## config.mk

```make
export PLATFORM = sky130hd
export DESIGN_NAME = sad_addr_ctrl_flat
export DESIGN_NICKNAME = d
export VERILOG_FILES = /design/src/rtl/sad_pkg.sv /design/src/rtl/sad_addr_ctrl_if.sv /design/src/rtl/sad_absdiff.sv /design/src/rtl/sad_addr_ctrl.sv /design/src/flat_wrapper.sv
export SDC_FILE = /design/constraint.sdc
export NUM_CORES = 1
export LEC_CHECK = 0
export BUFFER_PORTS_ARGS = -buffer_cell sky130_fd_sc_hd__clkbuf_2
export CORE_ASPECT_RATIO = 1.4
export CORE_MARGIN = 2
export CORE_UTILIZATION = 50
export DETAILED_ROUTE_END_ITERATION = 7
export PLACE_DENSITY = 0.74
export SLEW_MARGIN = 20
export SYNTH_ARGS = -nofsm -noshare
export SYNTH_HDL_FRONTEND = slang
export SYNTH_HIERARCHICAL = 1
export SYNTH_SLANG_ARGS = --single-unit
```

## constraint.sdc

```tcl
create_clock -name clk -period 1.9 [get_ports clk]
set_clock_uncertainty 0.1 [all_clocks]
set_input_delay 0.475 -clock clk [delete_from_list [all_inputs] [get_ports clk]]
set_output_delay 0.475 -clock clk [all_outputs]
set_load 0.1 [all_outputs]
```

## src/rtl/sad_pkg.sv

```systemverilog
// Shared types and defaults for the SAD address controller slice.
// Latency: n/a (types, constants and an elaboration-time helper only).
// Backpressure: n/a.
package sad_pkg;

    typedef enum logic [1:0] {
        IDLE = 2'd0,
        INIT = 2'd1,
        RUN  = 2'd2
    } sad_state_t;

    localparam int SAD_N_PIXELS = 256;
    localparam int SAD_ADDR_W   = 9;
    localparam int SAD_DATA_W   = 8;
    localparam int SAD_SUM_W    = 16;
    localparam int SAD_THRESH   = 1000;

    // Smallest accumulator width that holds n_pixels * (2^data_w - 1).
    function automatic int sad_min_sum_w(input int n_pixels, input int data_w);
        longint max_sum;
        max_sum = longint'(n_pixels) * ((longint'(1) << data_w) - 1);
        return $clog2(max_sum + 1);
    endfunction

endpackage

```

## src/rtl/sad_addr_ctrl_if.sv

```systemverilog
// Bundles the sequencer handshake (go/done/sad_out/early) and the A/B RAM read port.
// Latency: n/a (wiring only).
// Backpressure: none; go is only sampled while the controller is idle.
// slave  : the controller (drives address/strobe/result, receives go and RAM data)
// master : the sequencer + RAM side
interface sad_addr_ctrl_if
    import sad_pkg::*;
#(
    parameter int ADDR_W = SAD_ADDR_W,
    parameter int DATA_W = SAD_DATA_W,
    parameter int SUM_W  = SAD_SUM_W
);
    logic              go;
    logic [DATA_W-1:0] A_data;
    logic [DATA_W-1:0] B_data;
    logic [ADDR_W-1:0] AB_addr;
    logic              AB_rd;
    logic [SUM_W-1:0]  sad_out;
    logic              done;
    logic              early;

    modport slave (
        input  go, A_data, B_data,
        output AB_addr, AB_rd, sad_out, done, early
    );

    modport master (
        output go, A_data, B_data,
        input  AB_addr, AB_rd, sad_out, done, early
    );
endinterface

```

## src/rtl/sad_absdiff.sv

```systemverilog
// Unsigned absolute difference |a - b| at the pixel width.
// Latency: combinational.
// Backpressure: none.
// Ports: a, b (DATA_W unsigned in); diff (DATA_W out).
module sad_absdiff #(
    parameter int DATA_W = 8
) (
    input  logic [DATA_W-1:0] a,
    input  logic [DATA_W-1:0] b,
    output logic [DATA_W-1:0] diff
);
    // Subtract the smaller from the larger so the result never needs a sign bit.
    assign diff = (a >= b) ? (a - b) : (b - a);
endmodule

```

## src/rtl/sad_addr_ctrl.sv

```systemverilog
// One SAD pass over blocks A/B: drives the shared RAM read port, accumulates |A-B|, reports via go/done.
// Latency: done rises N_PIXELS+4 edges after the go-accepting edge counts as edge 1 (edge 260 at defaults).
// Backpressure: none; go is ignored outside IDLE, done is a level held until the next go is accepted.
// Ports: clk, rst_n (async active-low); bus (sad_addr_ctrl_if.slave): go, A_data, B_data in;
//        AB_addr, AB_rd, sad_out, done, early out.
// Optional build macro SAD_EARLY_EXIT_EN: stop issuing reads once the running sum exceeds THRESH.
module sad_addr_ctrl
    import sad_pkg::*;
#(
    parameter int N_PIXELS = SAD_N_PIXELS,
    parameter int ADDR_W   = SAD_ADDR_W,
    parameter int DATA_W   = SAD_DATA_W,
    parameter int SUM_W    = SAD_SUM_W,
    parameter int THRESH   = SAD_THRESH
) (
    input  logic            clk,
    input  logic            rst_n,
    sad_addr_ctrl_if.slave  bus
);

    // Parameter sanity: the terminal address must fit, and the sum must never overflow.
    if (N_PIXELS > (1 << ADDR_W) - 1) begin : g_bad_addr_w
        $error("sad_addr_ctrl: ADDR_W too narrow for N_PIXELS");
    end
    if (SUM_W < sad_min_sum_w(N_PIXELS, DATA_W)) begin : g_bad_sum_w
        $error("sad_addr_ctrl: SUM_W too narrow for N_PIXELS*(2^DATA_W-1)");
    end
    if (THRESH < 0) begin : g_bad_thresh
        $error("sad_addr_ctrl: THRESH must be non-negative");
    end

    localparam logic [ADDR_W-1:0] ADDR_END = ADDR_W'(N_PIXELS);

    sad_state_t        state;
    logic [ADDR_W-1:0] addr_q;
    logic [SUM_W-1:0]  sum_q;
    logic [SUM_W-1:0]  sad_q;
    logic              rd_q;
    logic              done_q;
    logic [DATA_W-1:0] diff;
    logic              rd_en;
    logic              pass_end;

    sad_absdiff #(.DATA_W(DATA_W)) u_absdiff (
        .a    (bus.A_data),
        .b    (bus.B_data),
        .diff (diff)
    );

`ifdef SAD_EARLY_EXIT_EN
    localparam logic [SUM_W-1:0] THRESH_V = SUM_W'(THRESH);

    logic over_thresh;
    logic early_q;

    // Registered sum gates issue, so at most one read is already in flight when the limit trips.
    assign over_thresh = (sum_q > THRESH_V);
    assign rd_en       = (state == RUN) && (addr_q < ADDR_END) && !over_thresh;
    assign pass_end    = !rd_q && ((addr_q == ADDR_END) || over_thresh);
    assign bus.early   = early_q;
`else
    assign rd_en       = (state == RUN) && (addr_q < ADDR_END);
    assign pass_end    = !rd_q && (addr_q == ADDR_END);
    assign bus.early   = 1'b0;
`endif

    assign bus.AB_rd   = rd_en;
    assign bus.AB_addr = addr_q;
    assign bus.sad_out = sad_q;
    assign bus.done    = done_q;

    always_ff @(posedge clk or negedge rst_n) begin
        if (!rst_n) begin
            state   <= IDLE;
            addr_q  <= '0;
            sum_q   <= '0;
            sad_q   <= '0;
            rd_q    <= 1'b0;
            done_q  <= 1'b0;
`ifdef SAD_EARLY_EXIT_EN
            early_q <= 1'b0;
`endif
        end else begin
            case (state)
                IDLE: begin
                    if (bus.go) begin
                        state   <= INIT;
                        done_q  <= 1'b0;
`ifdef SAD_EARLY_EXIT_EN
                        early_q <= 1'b0;
`endif
                    end
                end
                INIT: begin
                    sum_q  <= '0;
                    addr_q <= '0;
                    rd_q   <= 1'b0;
                    state  <= RUN;
                end
                RUN: begin
                    // rd_q marks that RAM data for the previous address is on A_data/B_data now.
                    rd_q <= rd_en;
                    if (rd_en) begin
                        addr_q <= addr_q + 1'b1;
                    end
                    if (rd_q) begin
                        sum_q <= sum_q + SUM_W'(diff);
                    end
                    // Exit only once the pipeline has drained, so sum_q is final here.
                    if (pass_end) begin
                        sad_q   <= sum_q;
                        done_q  <= 1'b1;
                        state   <= IDLE;
`ifdef SAD_EARLY_EXIT_EN
                        early_q <= over_thresh;
`endif
                    end
                end
                default: state <= IDLE;
            endcase
        end
    end

endmodule

```

## src/flat_wrapper.sv

```systemverilog
// flat-port wrapper written by rule: the top's interface ports become plain ports
module sad_addr_ctrl_flat import sad_pkg::*;
#(
    parameter int N_PIXELS = SAD_N_PIXELS,
    parameter int ADDR_W   = SAD_ADDR_W,
    parameter int DATA_W   = SAD_DATA_W,
    parameter int SUM_W    = SAD_SUM_W,
    parameter int THRESH   = SAD_THRESH
)
  (clk, rst_n, bus_go, bus_A_data, bus_B_data, bus_AB_addr, bus_AB_rd, bus_sad_out, bus_done, bus_early);
  sad_addr_ctrl_if #(.ADDR_W(ADDR_W), .DATA_W(DATA_W), .SUM_W(SUM_W)) bus_i ();
  input  logic clk;
  input  logic rst_n;
  input wire logic [$bits(bus_i.go)-1:0] bus_go;
  input wire logic [$bits(bus_i.A_data)-1:0] bus_A_data;
  input wire logic [$bits(bus_i.B_data)-1:0] bus_B_data;
  output wire logic [$bits(bus_i.AB_addr)-1:0] bus_AB_addr;
  output wire logic [$bits(bus_i.AB_rd)-1:0] bus_AB_rd;
  output wire logic [$bits(bus_i.sad_out)-1:0] bus_sad_out;
  output wire logic [$bits(bus_i.done)-1:0] bus_done;
  output wire logic [$bits(bus_i.early)-1:0] bus_early;
  assign bus_i.go = bus_go;
  assign bus_i.A_data = bus_A_data;
  assign bus_i.B_data = bus_B_data;
  assign bus_AB_addr = bus_i.AB_addr;
  assign bus_AB_rd = bus_i.AB_rd;
  assign bus_sad_out = bus_i.sad_out;
  assign bus_done = bus_i.done;
  assign bus_early = bus_i.early;
  sad_addr_ctrl #(.N_PIXELS(N_PIXELS), .ADDR_W(ADDR_W), .DATA_W(DATA_W), .SUM_W(SUM_W), .THRESH(THRESH)) u_core (.clk(clk), .rst_n(rst_n), .bus(bus_i));
endmodule
```

==> out/qor.yml, run 1 <==
run_status: "finished with violations"
violations: "setup timing"
clkTransAtPathRegs_ns: 0.08
critPathLaunchType: "input pin"
wirelength_mm: 9.10
crit_chain: "buf_4 -> buf_6 -> fa_2 -> o211ai_4 -> a311oi_4 -> buf_12 -> mux2i_2 -> xor2_1 -> ha_1 -> o211ai_1 -> o21ai_2 -> a221oi_4 -> buf_4 -> buf_6 -> o31ai_1"
worst_slack_ns: -1.34
cp_num_buf_inv: 5
leakage_nw: 2.36
async_flop_share_pct: 100
layout-drive-gt1-share_pct: 51.7
core_area_um2: 5900
synth_common_cells: "45 x dfrtp_1, 30 x nand2_1, 29 x ha_1, 28 x inv_1, 22 x o21ai_0"
ir_worst_vdd_mv: 0.566
dieArea_um2: 6800
r2r_end: "u_core/sum_q[10]$_DFFE_PN0P_"
vias: 2972
holdWs_ns: 0.411
synth_area_leaders: "dfrtp_1 37%, ha_1 12%, mux2_4 4.9%"
tightestPinTransition_ns: 0.553
final_nets: 495
area_growth_pct: 52.0
die_w_um: 70.3
setup_viol: 35
drv_cap: 0
finalSetupTns_ns: -20.41
power_mw: 4.95
hold_class: "reg -> reg"
switching_share_pct: 43.4
syn_nets: 357
synth_area_um2: 3080
met3WireLength_um: 311
worstSetupStartpoint: "bus_B_data[1]"
synth_ff_type: "dfrtp_1"
drcViolationCount: 0
end_kind: "register"
placementRows: 33
h-tree-depth: 2
endpoint: "u_core/sum_q[15]$_DFFE_PN0P_"
viasPerCell: 5.77
wl_per_cell_um: 17.7
cts_buffers: 5
synth_edf_count: 0
crit_arrival_ns: 3.32
insertion_delay_ns: 0.31
powerDensity_nw_per_um2: 1060
reg2reg_depth: 9
p_int_mw: 2.80
top_layer: "met4"
grt_usage_pct: 24.2
antenna_found_initial: 0
path_max_fanout: 7
synth-seq-cells: 45
synth.distinct_cells: 46
grt_overflow: 0
dr.pass1.iters: 5
utilization_pct: 79.1
grt_max_degree: 36
fin_crit_sh_pct: 170
diodes: 0
power_frac_comb_pct: 63.9
die_h_um: 96.8
rsz0062_at_grt: "yes"
relSlewSlack_pct: 63.3
wl_met1_mm: 3.22
worst-path-stages: 15
fmax_mhz: 309
seq_area_frac_synth_pct: 36.6
cpPeakStageDelay_ns: 0.42
path_delay_family: "compound AO/OA/AOI/OAI gates"
met2_length_mm: 5.08
synth_largest_area_cell: "dfrtp_1"
grt_pass1_wl_mm: 13.2
grt_pass1_vias: 3034
place_area_um2: 3970
clkPwrFrac_pct: 11.7
first_iter_violations: 185
fin_area_um2: 4670
gp_congestion: 0.864
syn_avg_cell_area_um2: 10.1
cts_tree: "yes"
final_antenna_net_count: 0
synth.yosys.warnings: 6
finalCriticalPeriod_ns: 3.24
dp_hpwl_mm: 5.59
worstSetupPathType: "in -> reg"
r2r_start: "u_core/sum_q[0]$_DFFE_PN0P_"
synthCells: 306
cp_slowest_cell: "fa_2"
cts.sinks: 45
seq_power_share_pct: 24.4
required_ns: 1.98
p_sw_mw: 2.15
cts_buffer_depth: 2
synth_top_area_share_pct: 36.6
hold_viol: 0
yosysMostFrequentCell: "dfrtp_1"
clockRootBuffer: "clkbuf_8"
io_buffers: 45
initial_core_util_pct: 52.1
slew_violations: 0
r2r_slack_ns: -0.23
ios: 47
==> power groups by stage <==
stage               Sequential (mW)  Clock (mW)  Combinational, mW
finish                         1.21       0.581               3.16
detailed placement             1.21           0               2.31
CTS                            1.19       0.592               2.68
global route                   1.21       0.631               3.34
floorplan                      1.37           0               1.28
global placement               1.20           0               2.24
==> routing by layer <==
layer,vias to the layer above,global-route usage (%)
met5,-,0
met4,0,14.5
met3,41,3.23
met2,104,47.0
met1,1455,23.0
li1,1372,-
==> repair_timing <==
action,4_1_cts,5_1_grt
hold buffers,1,0
cloned,1,0
resized for setup,37,61
hold endpoints to repair,10,0
pin swaps,30,32
setup endpoints to repair,34,37
buffers inserted,17,11
==> worst min-delay path by stage <==
stage	end	cells after the start	slack, ns	start
floorplan	u_core/bus.AB_addr[0]$_DFFE_PN0P_	0	0.08	rst_n
global placement	u_core/bus.done$_DFFE_PN0P_	1	0.28	rst_n
detailed placement	u_core/bus.done$_DFFE_PN0P_	1	0.29	rst_n
CTS	u_core/sum_q[15]$_DFFE_PN0P_	1	0.39	u_core/sum_q[15]$_DFFE_PN0P_
global route	u_core/bus.sad_out[8]$_DFFE_PN0P_	1	0.43	u_core/bus.sad_out[8]$_DFFE_PN0P_
finish	u_core/bus.sad_out[15]$_DFFE_PN0P_	1	0.41	u_core/bus.sad_out[15]$_DFFE_PN0P_
==> cell families after synthesis <==
group	after synthesis	share of synthesized area, %
AO/OA/AOI/OAI	77	16.7
XOR/XNOR	11	3.13
adder cells (fa/ha/maj)	32	13.8
buffers and inverters	36	5.33
flip-flops	45	36.6
multiplexers	30	11.8
other	1	0.122
AND/OR/NAND/NOR	74	12.6
==> cell usage in the layout (no fill, tap or decap), types with 8 or more instances in the layout <==
master	netlist	final
buf_4	1	84
buf_6	3	15
clkbuf_2	0	31
dfrtp_1	45	38
ha_1	29	20
ha_4	0	8
inv_1	28	21
mux2_4	10	13
mux2i_1	11	9
nand2_1	30	28
o21ai_1	0	13
==> layout make-up <==
class | instances | area, um2
Multi-Input combinational cell | 225 | 2150
Tap cell | 70 | 87.6
Timing Repair Buffer | 139 | 1100
Clock buffer | 6 | 72.6
Clock inverter | 2 | 10.0
Fill cell | 338 | 1230
Sequential cell | 45 | 1140
Inverter | 28 | 114
==> through the flow <==
stage | instances | setup WS (ns)
2_1_floorplan | 306 | -1.49
3_3_place_gp | 480 | -1.77
3_5_place_dp | 480 | -1.89
4_1_cts | 506 | -1.28
5_1_grt | 515 | -1.44
6_report | 515 | -1.34
==> flip-flops by register name (all words and copies together) (netlist names) <==
register	cells
u_core/bus.sad_out	16
u_core/sum_q	16
u_core/state	2
u_core/bus.AB_addr	9
u_core/rd_q	1
u_core/bus.done	1
(Power assumes the default switching activity.)
==> run 2: changes to the inputs <==
Settings changed: CTS_BUF_LIST from default to sky130_fd_sc_hd__clkbuf_4 sky130_fd_sc_hd__clkbuf_8, PLACE_DENSITY 0.74 to 0.72, RECOVER_POWER from default to 100.
Clock period 1.9 ns to 3.6 ns, I/O delays scaled along.
==> run 2 against run 1 <==
  * Power fell by 55%
  * The flow finishes with violations (capacitance limit, slew limit)
  * Non-clock buffer count fell by 46
  * Sequential share of layout area increased by 3.8 points
  * Core utilization is 12 points lower
  * Via count decreased by 12%
  * Clock-buffer cell count rose by 1
  * Routed wire length shrank 25%
  * First-iteration DRC count fell by 28%
==> out/qor.yml, run 2 (synthesis gave the netlist of run 1 again) <==
run_status: "finished with violations"
violations: "capacitance limit, slew limit"
insertion_delay_ns: 0.29  # -0.02 ns
crit_arrival_ns: 3.65  # +0.33 ns
r2r_slack_ns: 1.15  # +1.38 ns
setup_viol: 0  # -100%
hold_viol: 0  # unchanged
place_area_um2: 3690  # -7.1%
cts_buffers: 5  # unchanged
area_growth_pct: 29.7
diodes: 0  # unchanged
dieArea_um2: 6800  # unchanged
worstSetupPathType: "in -> reg"
drcViolationCount: 0  # unchanged
hold_buffers: 0  # -1
viasPerCell: 5.55  # -3.8%
grt_overflow: 0  # unchanged
ir_worst_vdd_mv: 0.241  # -57%
final_nets: 449  # -9.3%
required_ns: 3.68  # +1.70 ns
path_max_fanout: 7  # unchanged
vias: 2603  # -12%
rsz0062_at_grt: "yes"
powerDensity_nw_per_um2: 556  # -47%
power_mw: 2.22  # -55%
slew_violations: 46  # +46
dr.pass1.iters: 4  # -1
first_iter_violations: 133  # -28%
die_h_um: 96.8  # unchanged
utilization_pct: 67.6  # -12 points
hold_path_end: "u_core/bus.sad_out[9]$_DFFE_PN0P_"
critPathLaunchType: "input pin"
cts_buffer_depth: 2  # unchanged
cts.sinks: 45  # unchanged
layoutNonFillerInstCount: 469  # -8.9%
drv_cap: 1  # +1
reg2reg_depth: 5  # -4
antenna_found_initial: 0  # unchanged
relSlewSlack_pct: -55.2  # -120 points
hold_start: "u_core/bus.sad_out[9]$_DFFE_PN0P_"
grt_max_degree: 46  # +28%
leakage_nw: 1.97  # -16%
placed_cells: 452  # -5.8%
ios: 47  # unchanged
layout-drive-gt1-share_pct: 29.8  # -22 points
finalCriticalPeriod_ns: 3.57
fin_crit_sh_pct: 99.3
cts_tree: "yes"
clkTransAtPathRegs_ns: 0.08  # about the same
most-common-layout-cells: "45 x dfrtp_1, 44 x buf_4, 29 x nand2_1, 27 x clkbuf_1, 24 x inv_1"
end_kind: "register"
io_buffers: 45  # unchanged
grt_pass1_vias: 2527  # -17%
placementRows: 33  # unchanged
tightestPinTransition_ns: 2.33  # +1.77 ns
hold_path_depth: 1  # unchanged
dp_hpwl_mm: 4.97  # -11%
gp_congestion: 0.900  # +4.2%
holdWs_ns: 0.392  # -0.0186 ns
fin_area_um2: 3990  # -15%
h-tree-depth: 2  # unchanged
grt_pass1_wl_mm: 11.0  # -17%
hold_class: "reg -> reg"
die_w_um: 70.3  # unchanged
r2r_start: "u_core/bus.AB_addr[4]$_DFFE_PN0P_"
fmax_mhz: 280
grt_usage_pct: 19.5  # -4.7 points
wl_per_cell_um: 14.5  # -18%
initial_core_util_pct: 52.1  # unchanged
final_common_cell: "dfrtp_1"
core_area_um2: 5900  # unchanged
clockRootBuffer: "clkbuf_8"
wirelength_mm: 6.81  # -25%
r2r_end: "u_core/bus.sad_out[11]$_DFFE_PN0P_"
final_antenna_net_count: 0  # unchanged
[run 2: cell count changes in the layout (fill, tap and decap cells not counted), sizes merged]
cell / previous run / this run
buf: 106 / 52
clkinv: 2 / 0
clkinvlp: 1 / 0
clkbuf: 38 / 48
inv: 27 / 28
bufinv: 0 / 1
dlygate4sd3: 1 / 0
[run 2: report_power, final]
part	total (mW)	switching (mW)	internal [mW]	leakage, nW
Clock	0.397	0.163	0.234	0.0619
Sequential	0.639	0.0675	0.571	0.621
Combinational	1.18	0.680	0.503	1.29
Total	2.22	0.911	1.31	1.97
[run 2: metal layers]
layer,share of wire (%),track usage [%]
met5,0,0
met4,3.5,8.73
met3,3.0,2.71
met2,54,36.2
met1,39,21.4
[run 2: worst max path at each step]
stage / start / end / slack, ns / cells after the start
after global routing: bus_A_data[3] / u_core/sum_q[9]$_DFFE_PN0P_ / -0.13 / 16
after floorplan: bus_B_data[3] / u_core/sum_q[13]$_DFFE_PN0P_ / -0.22 / 13
after global placement: bus_A_data[0] / u_core/sum_q[13]$_DFFE_PN0P_ / -0.45 / 13
after detailed placement: bus_A_data[0] / u_core/sum_q[13]$_DFFE_PN0P_ / -0.58 / 14
final: bus_A_data[0] / u_core/sum_q[9]$_DFFE_PN0P_ / 0.03 / 16
after CTS: bus_A_data[0] / u_core/sum_q[9]$_DFFE_PN0P_ / 0.003 / 16
[run 2: metrics by stage]
step	setup TNS [ns]	setup WS [ns]
CTS	0	0.00276
detailed placement	-5.62	-0.584
floorplan	-0.923	-0.221
global placement	-4.62	-0.453
global route	-0.742	-0.132
finish	0	0.0266
[run 2: layout make-up]
cell class / count / area, um2
well taps: 70 / 87.6
multi-input cells: 225 / 1940
inverters: 28 / 115
repair buffers: 93 / 604
clock buffers: 7 / 90.1
clock inverters: 1 / 30.0
flip-flops and latches: 45 / 1130
fillers: 476 / 1920
[run 2: critical path, cell delays in order]
cell and delay, ns:
buf_8 0.08, inv_4 0.03, ha_4 0.15, fa_2 0.37, o211ai_4 0.23, a311oi_4 0.13, buf_12 0.16, buf_4 0.13
mux2i_2 0.14, xnor2_1 0.14, ha_1 0.34, and3_1 0.23, a221oi_4 0.29, buf_4 0.17, buf_4 0.09, o31ai_1 0.06
[run 2: what timing repair did]
| action | 4_1_cts | 5_1_grt |
|---|---|---|
| endpoints found under the hold margin | 0 | 0 |
| pin swaps | 17 | 21 |
| setup endpoints to repair | 11 | 11 |
| gates resized for setup | 11 | 34 |
| buffers inserted | 9 | 2 |
